## src/rtl/dht_pkg.sv

```systemverilog
// rtl/dht_pkg.sv - shared state codes, frame layout and checksum for the DHT poll scheduler
// DHT_WATCHDOG_RST_EN adds the reader-reset hold state.
package dht_pkg;

    localparam int FRAME_W = 40;
    localparam int RH_INT  = 39;
    localparam int RH_DEC  = 31;
    localparam int T_INT   = 23;
    localparam int T_DEC   = 15;
    localparam int CSUM    = 7;

    typedef logic [2:0] state_t;

    localparam state_t ST_IDLE     = 3'd0;
    localparam state_t ST_WAIT_GAP = 3'd1;
    localparam state_t ST_START    = 3'd2;
    localparam state_t ST_BUSY     = 3'd3;
    localparam state_t ST_CHECK    = 3'd4;
    localparam state_t ST_PUBLISH  = 3'd5;
    localparam state_t ST_RETRY    = 3'd6;
`ifdef DHT_WATCHDOG_RST_EN
    localparam state_t ST_WDOG     = 3'd7;
`endif

    typedef struct packed {
        logic [7:0] rh_int;
        logic [7:0] rh_dec;
        logic [7:0] t_int;
        logic [7:0] t_dec;
        logic [7:0] csum;
    } frame_t;

    // Sensor checksum: low byte of the sum of the four data bytes.
    function automatic logic csum_ok(input logic [FRAME_W-1:0] f);
        logic [7:0] sum;
        sum = f[RH_INT -: 8] + f[RH_DEC -: 8] + f[T_INT -: 8] + f[T_DEC -: 8];
        return sum == f[CSUM -: 8];
    endfunction

endpackage

```

## src/rtl/dht_poll_scheduler_if.sv

```systemverilog
// rtl/dht_poll_scheduler_if.sv - reader and sample-consumer handshake signals of the DHT poll scheduler
interface dht_poll_scheduler_if;
    import dht_pkg::*;

    logic               dht_start;
    logic [FRAME_W-1:0] dht_data;
    logic               dht_data_ready;
    logic               dht_error;
    logic [31:0]        sample_data;
    logic               sample_valid;
    logic               sample_ack;
    logic               overrun;

    modport master (
        output dht_start, sample_data, sample_valid, overrun,
        input  dht_data, dht_data_ready, dht_error, sample_ack
    );

    modport slave (
        input  dht_start, sample_data, sample_valid, overrun,
        output dht_data, dht_data_ready, dht_error, sample_ack
    );

endinterface

```

## src/rtl/dht_interval_timer.sv

```systemverilog
// rtl/dht_interval_timer.sv - saturating inter-start gap counter and auto-poll period tick generator
module dht_interval_timer #(
    parameter int unsigned MIN_GAP_CYC = 200_000_000,
    parameter int          PERIOD_W    = 32
) (
    input  logic                clk,
    input  logic                rst_n,
    input  logic                gap_clear,
    input  logic                tick_en,
    input  logic [PERIOD_W-1:0] period,
    output logic                gap_ok,
    output logic                tick
);
    localparam int GAP_W = $clog2(MIN_GAP_CYC + 1);

    logic [GAP_W-1:0]    gap_cnt;
    logic [PERIOD_W-1:0] per_cnt;
    logic                per_run;

    assign gap_ok  = (gap_cnt == GAP_W'(MIN_GAP_CYC));
    assign per_run = tick_en && (period != '0);
    assign tick    = per_run && (per_cnt == period - PERIOD_W'(1));

    always_ff @(posedge clk or negedge rst_n) begin
        if (!rst_n) begin
            gap_cnt <= '0;
            per_cnt <= '0;
        end else begin
            if (gap_clear)
                gap_cnt <= '0;
            else if (!gap_ok)
                gap_cnt <= gap_cnt + GAP_W'(1);

            if (!per_run || tick)
                per_cnt <= '0;
            else
                per_cnt <= per_cnt + PERIOD_W'(1);
        end
    end

endmodule

```

## src/rtl/dht_poll_scheduler.sv

```systemverilog
// rtl/dht_poll_scheduler.sv - DHT read sequencer: start pacing, checksum, retries, sample handshake
// DHT_WATCHDOG_RST_EN adds dht_rst_n, pulsed low for 4 cycles after a read timeout.
module dht_poll_scheduler
    import dht_pkg::*;
#(
    parameter int unsigned MIN_GAP_CYC = 200_000_000,
    parameter int unsigned TIMEOUT_CYC = 5_000_000,
    parameter int unsigned MAX_RETRIES = 3,
    parameter int          PERIOD_W    = 32
) (
    input  logic                 clk,
    input  logic                 rst_n,
    dht_poll_scheduler_if.master bus,
    input  logic                 enable,
    input  logic                 req,
    input  logic [PERIOD_W-1:0]  period_cfg,
    output logic                 busy,
    output logic                 fail,
    output logic [1:0]           retry_cnt
`ifdef DHT_WATCHDOG_RST_EN
    ,
    output logic                 dht_rst_n
`endif
);
    localparam int TO_W = $clog2(TIMEOUT_CYC + 1);

    state_t          state;
    logic            pending;
    logic            new_read;
    logic            gap_ok;
    logic            tick;
    logic            can_retry;
    logic            timeout;
    frame_t          frame;
    logic [TO_W-1:0] to_cnt;
`ifdef DHT_WATCHDOG_RST_EN
    logic [1:0]      wd_cnt;
`endif

    dht_interval_timer #(
        .MIN_GAP_CYC (MIN_GAP_CYC),
        .PERIOD_W    (PERIOD_W)
    ) u_timer (
        .clk       (clk),
        .rst_n     (rst_n),
        .gap_clear (state == ST_START),
        .tick_en   (enable),
        .period    (period_cfg),
        .gap_ok    (gap_ok),
        .tick      (tick)
    );

    assign can_retry     = 32'(retry_cnt) < MAX_RETRIES;
    assign timeout       = (to_cnt == TO_W'(TIMEOUT_CYC));
    assign bus.dht_start = (state == ST_START);
    assign busy          = (state == ST_START) || (state == ST_BUSY) || (state == ST_CHECK);
    assign fail          = (state == ST_RETRY) && !can_retry;
`ifdef DHT_WATCHDOG_RST_EN
    assign dht_rst_n     = (state != ST_WDOG);
`endif

    always_ff @(posedge clk or negedge rst_n) begin
        if (!rst_n) begin
            state            <= ST_IDLE;
            pending          <= 1'b0;
            new_read         <= 1'b0;
            frame            <= '0;
            to_cnt           <= '0;
            retry_cnt        <= '0;
            bus.sample_data  <= '0;
            bus.sample_valid <= 1'b0;
            bus.overrun      <= 1'b0;
`ifdef DHT_WATCHDOG_RST_EN
            wd_cnt           <= '0;
`endif
        end else begin
            // A request arriving during the start cycle must survive to give a follow-up read.
            if (req || tick)
                pending <= 1'b1;
            else if (state == ST_START)
                pending <= 1'b0;

            if (state == ST_PUBLISH)
                bus.sample_valid <= 1'b1;
            else if (bus.sample_ack)
                bus.sample_valid <= 1'b0;

            if (state == ST_PUBLISH && bus.sample_valid && !bus.sample_ack)
                bus.overrun <= 1'b1;
            else if (bus.sample_ack)
                bus.overrun <= 1'b0;

            case (state)
                ST_IDLE: begin
                    if (pending && enable) begin
                        new_read <= 1'b1;
                        state    <= ST_WAIT_GAP;
                    end
                end
                // Retries ignore enable; only a fresh read is held back by it.
                ST_WAIT_GAP: begin
                    if (new_read && !enable)
                        state <= ST_IDLE;
                    else if (gap_ok)
                        state <= ST_START;
                end
                ST_START: begin
                    to_cnt   <= '0;
                    new_read <= 1'b0;
                    if (new_read)
                        retry_cnt <= '0;
                    state <= ST_BUSY;
                end
                ST_BUSY: begin
                    to_cnt <= to_cnt + TO_W'(1);
                    if (bus.dht_error) begin
                        state <= ST_RETRY;
                    end else if (bus.dht_data_ready) begin
                        frame <= frame_t'(bus.dht_data);
                        state <= ST_CHECK;
                    end else if (timeout) begin
`ifdef DHT_WATCHDOG_RST_EN
                        wd_cnt <= '0;
                        state  <= ST_WDOG;
`else
                        state  <= ST_RETRY;
`endif
                    end
                end
                ST_CHECK: begin
                    state <= csum_ok(frame) ? ST_PUBLISH : ST_RETRY;
                end
                ST_PUBLISH: begin
                    bus.sample_data <= {frame.rh_int, frame.rh_dec, frame.t_int, frame.t_dec};
                    state           <= ST_IDLE;
                end
                ST_RETRY: begin
                    if (can_retry) begin
                        retry_cnt <= retry_cnt + 2'd1;
                        state     <= ST_WAIT_GAP;
                    end else begin
                        state <= ST_IDLE;
                    end
                end
`ifdef DHT_WATCHDOG_RST_EN
                ST_WDOG: begin
                    wd_cnt <= wd_cnt + 2'd1;
                    if (wd_cnt == 2'd3)
                        state <= ST_RETRY;
                end
`endif
                default: state <= ST_IDLE;
            endcase
        end
    end

endmodule

```

## src/flat_wrapper.sv

```systemverilog
// flat-port wrapper written by rule: the top's interface ports become plain ports
module dht_poll_scheduler_flat import dht_pkg::*;
#(
    parameter int unsigned MIN_GAP_CYC = 200_000_000,
    parameter int unsigned TIMEOUT_CYC = 5_000_000,
    parameter int unsigned MAX_RETRIES = 3,
    parameter int          PERIOD_W    = 32
)
  (clk, rst_n, enable, req, period_cfg, busy, fail, retry_cnt, bus_dht_start, bus_sample_data, bus_sample_valid, bus_overrun, bus_dht_data, bus_dht_data_ready, bus_dht_error, bus_sample_ack);
  dht_poll_scheduler_if bus_i ();
  input  logic clk;
  input  logic rst_n;
  input  logic enable;
  input  logic req;
  input  logic [PERIOD_W-1:0] period_cfg;
  output logic busy;
  output logic fail;
  output logic [1:0] retry_cnt;
  output wire logic [$bits(bus_i.dht_start)-1:0] bus_dht_start;
  output wire logic [$bits(bus_i.sample_data)-1:0] bus_sample_data;
  output wire logic [$bits(bus_i.sample_valid)-1:0] bus_sample_valid;
  output wire logic [$bits(bus_i.overrun)-1:0] bus_overrun;
  input wire logic [$bits(bus_i.dht_data)-1:0] bus_dht_data;
  input wire logic [$bits(bus_i.dht_data_ready)-1:0] bus_dht_data_ready;
  input wire logic [$bits(bus_i.dht_error)-1:0] bus_dht_error;
  input wire logic [$bits(bus_i.sample_ack)-1:0] bus_sample_ack;
  assign bus_dht_start = bus_i.dht_start;
  assign bus_sample_data = bus_i.sample_data;
  assign bus_sample_valid = bus_i.sample_valid;
  assign bus_overrun = bus_i.overrun;
  assign bus_i.dht_data = bus_dht_data;
  assign bus_i.dht_data_ready = bus_dht_data_ready;
  assign bus_i.dht_error = bus_dht_error;
  assign bus_i.sample_ack = bus_sample_ack;
  dht_poll_scheduler #(.MIN_GAP_CYC(MIN_GAP_CYC), .TIMEOUT_CYC(TIMEOUT_CYC), .MAX_RETRIES(MAX_RETRIES), .PERIOD_W(PERIOD_W)) u_core (.clk(clk), .rst_n(rst_n), .bus(bus_i), .enable(enable), .req(req), .period_cfg(period_cfg), .busy(busy), .fail(fail), .retry_cnt(retry_cnt));
endmodule
```

## config.mk

```make
export PLATFORM = sky130hd
export DESIGN_NAME = dht_poll_scheduler_flat
export DESIGN_NICKNAME = d
export VERILOG_FILES = /design/src/rtl/dht_pkg.sv /design/src/rtl/dht_poll_scheduler_if.sv /design/src/rtl/dht_interval_timer.sv /design/src/rtl/dht_poll_scheduler.sv /design/src/flat_wrapper.sv
export SDC_FILE = /design/constraint.sdc
export NUM_CORES = 1
export LEC_CHECK = 0
export CORE_UTILIZATION = 40
export DETAILED_ROUTE_END_ITERATION = 12
export PLACE_DENSITY = 0.72
export RECOVER_POWER = 25
export SYNTH_ARGS = -nofsm -noshare
export SYNTH_HDL_FRONTEND = slang
export SYNTH_SLANG_ARGS = --single-unit
```

## constraint.sdc

```tcl
create_clock -name clk -period 6 [get_ports clk]
set_clock_uncertainty 0.2 [all_clocks]
set_input_delay 0.9 -clock clk [delete_from_list [all_inputs] [get_ports clk]]
set_output_delay 0.9 -clock clk [all_outputs]
set_load 0.05 [all_outputs]
```

==> results.md, run 1 <==
* Die height at 154.5 um
* GP Congestion at 0.8515
* Synth Warn # at 0
* Initial antenna violation count at 0
* Critical path data arrival time at 4.75 ns
* Synth Area per Inst at 9.614 um^2
* Failing checks: max-capacitance violations, max-slew violations
* R2r worst-path depth at 14
* Hold Crit Start: u_core.bus.sample_data[4]
* Fmax at 213.9 MHz
* Least-Margin Pin Slew at 3.011 ns
* Reg2reg end: u_core.state[0]
* Fillers at 2115
* Root buffer cell: clkbuf_16
* Setup Crit Path Kind: in -> reg
* RSZ-0062 raised after global routing: no
* Synth area leader: dfrtp_1
* CTS tree: yes
* Status: complete, but fails checks
* Clock Pin Slew Worst Setup and Hold Paths at 0.07 ns
* Share of the synthesized area in the top cell type at 0.4415
* Die ar. at 23850 um^2
* Netlist Area Pre-Place at 9296 um^2
* Total number of vias at 7227
* Synthesis-to-finish area growth at 21.47%
* Power Density at 466.0 nW/um^2
* Post-synth cell types at 59
* CP delay by family, top: simple AND/OR/NAND/NOR gates
* Sequential fraction of the synthesis area at 0.4415
* EDFF count, synth at 0
* Crit end category: flip-flop
* DR iter-0 viols at 399
* CP Max Fanout at 32
* Clock tree buffer depth at 2
* GRT Overall Usage at 0.1856
* First-pass GRT wire length at 35.60 mm
* Met3 Use GR at 0.05268
* CP max stage cell: nor3b_1
* Mapped Cells at 967
* CTS Buf Count at 17
* Vias in the first global route at 7155
* Core footprint at 22710 um^2
* Post-CTS sizing at 0
* Most common flop cell mapped by yosys: dfrtp_1
* Total grt overflow at 0
* Worst Hold Endpoint: u_core.bus.sample_data[4]
* Setup TNS at 0 ns
* Critical path buffer and inverter count at 3
* Final ANT Viol Nets at 0
* # setup viols final at 0
* Worst skew pair latency at 0.42 ns
* Top cells by area, synth: dfrtp_1, nand2_1, xor2_1, xnor2_1, mux2_2
* Ys async rst share at 1.000
* Worst path required time at 6.08 ns
* Largest net degree at the start of global routing at 70
* Worst path cell trace: clkdlybuf4s50_1 -> inv_1 -> ha_1 -> nor3b_1 -> nand3_1 -> a311o_1 -> a22oi_1 -> nand4_1 -> a2111oi_0 -> and4b_1 -> buf_4 -> nor3_1
* FF-to-FF setup slack at 2.25 ns
* Slew HR at -1.008
* Initial DRT Pass Iterations at 5
* DRC at 0
* I/O pin cnt at 118
* Initial Util at 0.4094
* Final setup margin at 1.326 ns
* Final period util at 0.7791
* Layout cell share with drive strength beyond 1 at 0.1050
* Peak VDD IR at 422.7 uV
* Crit path time final at 4.674 ns
* Hold_buf cts at 0
* Max-cap viol count at 2
* Clk sinks at 164
* Most instantiated cells after synthesis: dfrtp_1, nand2_1, nor2_1, xor2_1, xnor2_1
* Most common cell in the netlist: dfrtp_1
* Yosys reg bits at 164
* Hold Path Depth at 2
* Pre-CTS setup slack at 0.9221 ns
* GR Layer Usage met2 at 0.3038
* Footprint of the multi-input gates at 4936 um^2
* Static leakage at 4.817 nW
* Pins over their slew limit at 95
* GR peak layer: met2
* Hold Path Class: reg -> reg
* Routed Wire Length at 21.17 mm
* Postcts setup bufs at 0
* Vias per inst at 5.271
* ANT cells at 0
* # port buffers at 117
* Nature of the critical path startpoint: input pin
* Die width at 154.5 um
* H-tree depth at 4
* Post-layout nets at 1180
* Mapped Nets at 1074
* Fin. Hold Viols at 0
* Post-DP HPWL at 15.00 mm
* Routed WL per cell at 15.44 um
* Storage element area at 4104 um^2
* Met1 Use GR at 0.2462
* FF-to-FF Start: u_core.frame[9]
* CP max stage delay at 0.75 ns
* Placement row count at 55
## power by group
part | internal (mW) | leakage, nW | total [mW] | switching (mW)
clock | 0.584 | 0.273 | 1.07 | 0.484
sequential | 1.40 | 2.16 | 1.67 | 0.269
combinational | 1.13 | 2.39 | 2.53 | 1.40
total | 3.11 | 4.82 | 5.26 | 2.15
## stage by stage
stage                     instances  utilization  hold slack (ns)  power, mW  area [um^2]
after global routing           1371       0.4972           0.3037      5.635        11290
after global placement         1339       0.4727           0.2592      4.150        10730
after floorplan                 967            -           0.2457      3.525         9296
final                          1371       0.4972           0.2740      5.263        11290
after CTS                      1371       0.4979           0.2452      5.323        11310
after detailed placement       1339       0.4727           0.2622      4.220        10730
## worst max-delay path by stage
stage / end / cells after the start / start / slack, ns
after floorplan: u_core.u_timer.per_cnt[22] / 12 / period_cfg[0] / 2.26
final: u_core.u_timer.per_cnt[31] / 12 / period_cfg[0] / 1.33
after CTS: u_core.u_timer.per_cnt[31] / 12 / period_cfg[0] / 1.36
after detailed placement: u_core.u_timer.per_cnt[31] / 12 / period_cfg[0] / 0.92
after global placement: u_core.u_timer.per_cnt[2] / 12 / period_cfg[0] / 1.07
after global routing: u_core.u_timer.per_cnt[31] / 12 / period_cfg[0] / 1.05
## registers in the layout, summed over array words and instances (netlist names)
signal,flops
u_core.retry_cnt,2
u_core.bus.overrun,1
u_core.bus.sample_data,32
u_core.pending,1
u_core.bus.sample_valid,1
u_core.to_cnt,23
u_core.frame,40
u_core.state,3
u_core.u_timer.per_cnt,32
u_core.new_read,1
u_core.u_timer.gap_cnt,28
## worst reg2reg max path, stage by stage (launching register included)
cell,delay (ns)
dfrtp_1,0.41
fa_1,0.54
inv_1,0.06
fa_1,0.50
inv_1,0.04
ha_1,0.22
fa_1,0.42
a21oi_1,0.15
o21bai_1,0.10
a21o_1,0.19
a21oi_1,0.17
xnor2_1,0.08
and3_1,0.22
a211oi_1,0.22
o21ai_0,0.11
## layout by cell type (no fill, tap or decap), types with 4 or more instances in the layout
cell type / count
a21o_1: 4
a21oi_1: 23
a22o_1: 4
and2_1: 5
and3_1: 18
and4_1: 8
buf_4: 6
clkbuf_16: 17
clkdlybuf4s50_1: 116
dfrtp_1: 164
fa_1: 14
ha_1: 14
inv_1: 27
inv_6: 6
mux2_2: 36
mux2i_1: 10
nand2_1: 155
nand2b_1: 8
nand3_1: 48
nand3b_1: 8
nand4_1: 18
nor2_1: 77
nor2b_1: 8
nor3_1: 23
nor3_2: 28
nor4_1: 8
o21a_1: 4
o21ai_0: 39
or3_1: 9
or4_1: 7
xnor2_1: 52
xor2_1: 62
## final cells by class
| cell class | count | share of cell area |
|---|---|---|
| inverter | 28 | 0.009307 |
| multi-input combinational | 737 | 0.4371 |
| sequential | 164 | 0.3634 |
| tap | 285 | 0.03158 |
| clock buffer | 18 | 0.03801 |
| clock inverter | 14 | 0.01263 |
| timing repair buffer | 125 | 0.1079 |
## logic make-up (layout without fill, tap and decap cells)
logic type,count (synthesis),count (layout),share of synthesized area
simple gates,449,449,0.2520
fa+ha+maj,28,28,0.04899
compound gates,100,100,0.06595
buf+inv,66,185,0.02988
mux,46,46,0.05437
xor+xnor,114,114,0.1074
flops,164,164,0.4415
## per-layer routing
| layer | wire, um | vias up |
|---|---|---|
| met5 | 0 | - |
| li1 | - | 3536 |
| met1 | 9742 | 3560 |
| met3 | 1041 | 14 |
| met2 | 10210 | 117 |
| met4 | 171 | 0 |
Power figures use the tool's default switching activity.
==> run 2: changes to the inputs <==
==> constraint.sdc (replaced) <==
create_clock -name clk -period 4.65 [get_ports clk]
set_clock_uncertainty 0.2 [all_clocks]
set_input_delay 0.6975 -clock clk [delete_from_list [all_inputs] [get_ports clk]]
set_output_delay 0.6975 -clock clk [all_outputs]
set_load 0.05 [all_outputs]
==> run 2 against run 1 <==
  * The flow still finishes with violations (max-capacitance violations, max-slew violations)
  * Combinational power rose by 30%
  * Routed wire length is essentially flat
  * Power up 31%
  * Non-clock buffer count rose by 3
  * Register-to-register slack worse by 1.4 ns
  * Critical path depth is 2 lower
  * First-iteration DRC count is 17% lower
==> results.md, run 2 (synthesis results as in run 1) <==
* Total grt overflow at 0 (unchanged)
* Synthesis-to-finish area growth at 22.33%
* Die ar. at 23850 um^2 (unchanged)
* Initial DRT Pass Iterations at 4 (-1)
* Placement row count at 55 (unchanged)
* FF-to-FF Start: u_core.frame[9]
* Clk sinks at 164 (unchanged)
* Status: complete, but fails checks
* Setup Crit Path Kind: in -> reg
* GP Congestion at 0.8745 (+2.7%)
* Nature of the critical path startpoint: input pin
* Postcts setup bufs at 0 (unchanged)
* Max reg flops at 40 (unchanged)
* Fin. Hold Viols at 0 (unchanged)
* Clock tree buffer depth at 2 (unchanged)
* GRT Overall Usage at 0.1868 (+0.001202)
* Slew HR at -0.8287 (+0.1788)
* Most frequent cells in the layout: dfrtp_1, nand2_1, clkdlybuf4s50_1
* Power Density at 606.0 nW/um^2 (+30%)
* Least-Margin Pin Slew at 2.743 ns (-0.2683 ns)
* RSZ-0062 raised after global routing: no
* Vias in the first global route at 7323 (+2.3%)
* Total power at 6.892 mW (+31%)
* I/O pin cnt at 118 (unchanged)
* Largest net degree at the start of global routing at 109 (+56%)
* H-tree depth at 4 (unchanged)
* Max-cap viol count at 1 (-1)
* First-pass GRT wire length at 36.01 mm (+1.1%)
* Design area at 11370 um^2 (+0.71%)
* Worst path cell trace: clkdlybuf4s50_1 -> or4_1 -> nor4_4 -> nand2_1 -> a2111oi_0 -> o22ai_1 -> nor3_1 -> and4b_1 -> buf_12 -> nor3_2
* Hold Path Class: reg -> reg
* Die width at 154.5 um (unchanged)
* Post-DP HPWL at 14.91 mm (-0.54%)
* Layout cell share with drive strength beyond 1 at 0.1093 (+0.004302)
* Placed Area at 10770 um^2 (+0.33%)
* Crit path time final at 3.860 ns
* Pint at 4.088 mW (+32%)
* Routed WL per cell at 15.41 um (-0.17%)
* Root buffer cell: clkbuf_16
* Final period util at 0.8300
* Worst skew pair latency at 0.43 ns (about the same)
* Biggest regs: u_core.frame (40), u_core.bus.sample_data (32), u_core.u_timer.per_cnt (32)
* Switch share at 0.4069 (-0.002541)
* DRC at 0 (unchanged)
* Setup TNS at 0 ns (unchanged)
* Hold_buf cts at 0 (unchanged)
* Comb power frac at 0.478 (-0.003)
* # setup viols final at 0 (unchanged)
* CP max stage delay at 0.73 ns (-0.02 ns)
* Top reg by flops: u_core.frame
* CP max stage cell: or4_1
* Static leakage at 4.860 nW (+0.89%)
* Initial Util at 0.4094 (unchanged)
* Dpl cells at 1342 (+0.22%)
* Routed Wire Length at 21.18 mm (about the same)
* Post-CTS sizing at 0 (unchanged)
* Initial antenna violation count at 1 (+1)
* Peak VDD IR at 527.4 uV (+25%)
* WHS at 0.2779 ns (+0.003920 ns)
* Clock power share at 0.211 (+0.008)
* CP Max Fanout at 32 (unchanged)
* Clock Pin Slew Worst Setup and Hold Paths at 0.07 ns (about the same)
* Crit end category: flip-flop
* Critical path data arrival time at 3.95 ns (-0.80 ns)
* DR iter-0 viols at 332 (-17%)
* Post-layout nets at 1183 (+0.25%)
* Net switching power figure at 2.804 mW (+30%)
* Total number of vias at 7173 (-0.75%)
* Final ANT Viol Nets at 0 (unchanged)
* Final setup margin at 0.7904 ns (-0.5352 ns)
* Die height at 154.5 um (unchanged)
* Sequential share of power at 0.311 (-0.005)
* Core footprint at 22710 um^2 (unchanged)
* Util after Layout at 0.5008 (+0.003526)
* Pins over their slew limit at 109 (+15%)
* Fmax at 259.1 MHz
* Failing checks: max-capacitance violations, max-slew violations
* CTS Buf Count at 17 (unchanged)
* Critical Path Start: period_cfg[2]
* CTS tree: yes
* Vias per inst at 5.221 (-0.96%)
* Hold Crit Start: u_core.bus.sample_data[26]
* Worst path required time at 4.74 ns (-1.34 ns)
* ANT cells at 0 (unchanged)
* # port buffers at 117 (unchanged)
* Pre-CTS setup slack at 0.3505 ns (-0.5715 ns)
* Most common cell after layout, fill and taps aside: dfrtp_1
* Post-Layout Cell Count at 1374 (+0.22%)
==> run 2: power groups by stage <==
| stage | logic (mW) | clock network, mW | registers, mW |
|---|---|---|---|
| after floorplan | 1.98 | 0 | 2.57 |
| after global placement | 3.20 | 0 | 2.16 |
| after detailed placement | 3.27 | 0 | 2.17 |
| after CTS | 3.34 | 1.49 | 2.15 |
| after global routing | 3.65 | 1.55 | 2.21 |
| final | 3.29 | 1.45 | 2.15 |
==> run 2: area by class of cell <==
cell class	count	area, um^2
Fill cell	2132	11340
Multi-Input combinational cell	737	4936
Sequential cell	164	4104
Timing Repair Buffer	128	1261
Clock buffer	19	442.9
Tap cell	285	356.6
Clock inverter	13	166.4
Inverter	28	105.1
==> run 2: worst max-delay path: cells and delay by family <==
kind,cells,cell delay [ns]
simple gates,6,1.94
buf+inv,2,0.74
compound gates,2,0.56
==> run 2: layer usage <==
| metal | routed length (um) | global-route usage | vias to the layer above |
|---|---|---|---|
| met4 | 235 | 0.05186 | 2 |
| met5 | 13 | 0 | - |
| met3 | 898 | 0.04763 | 22 |
| met1 | 9836 | 0.2399 | 3516 |
| li1 | - | - | 3536 |
| met2 | 10200 | 0.3116 | 97 |
==> run 2: worst paths after layout <==
| check | to | depth (start not counted) | slack (ns) |
|---|---|---|---|
| min reg2reg | u_core.bus.sample_data[26] | 2 | 0.28 |
| max in group asynchronous | u_core.bus.sample_data[6] | 2 | 1.69 |
| min in group asynchronous | u_core.u_timer.gap_cnt[5] | 1 | 0.91 |
| max reg2reg | u_core.state[0] | 14 | 0.88 |
| min | u_core.bus.sample_data[26] | 2 | 0.28 |
| max | u_core.u_timer.per_cnt[21] | 10 | 0.79 |
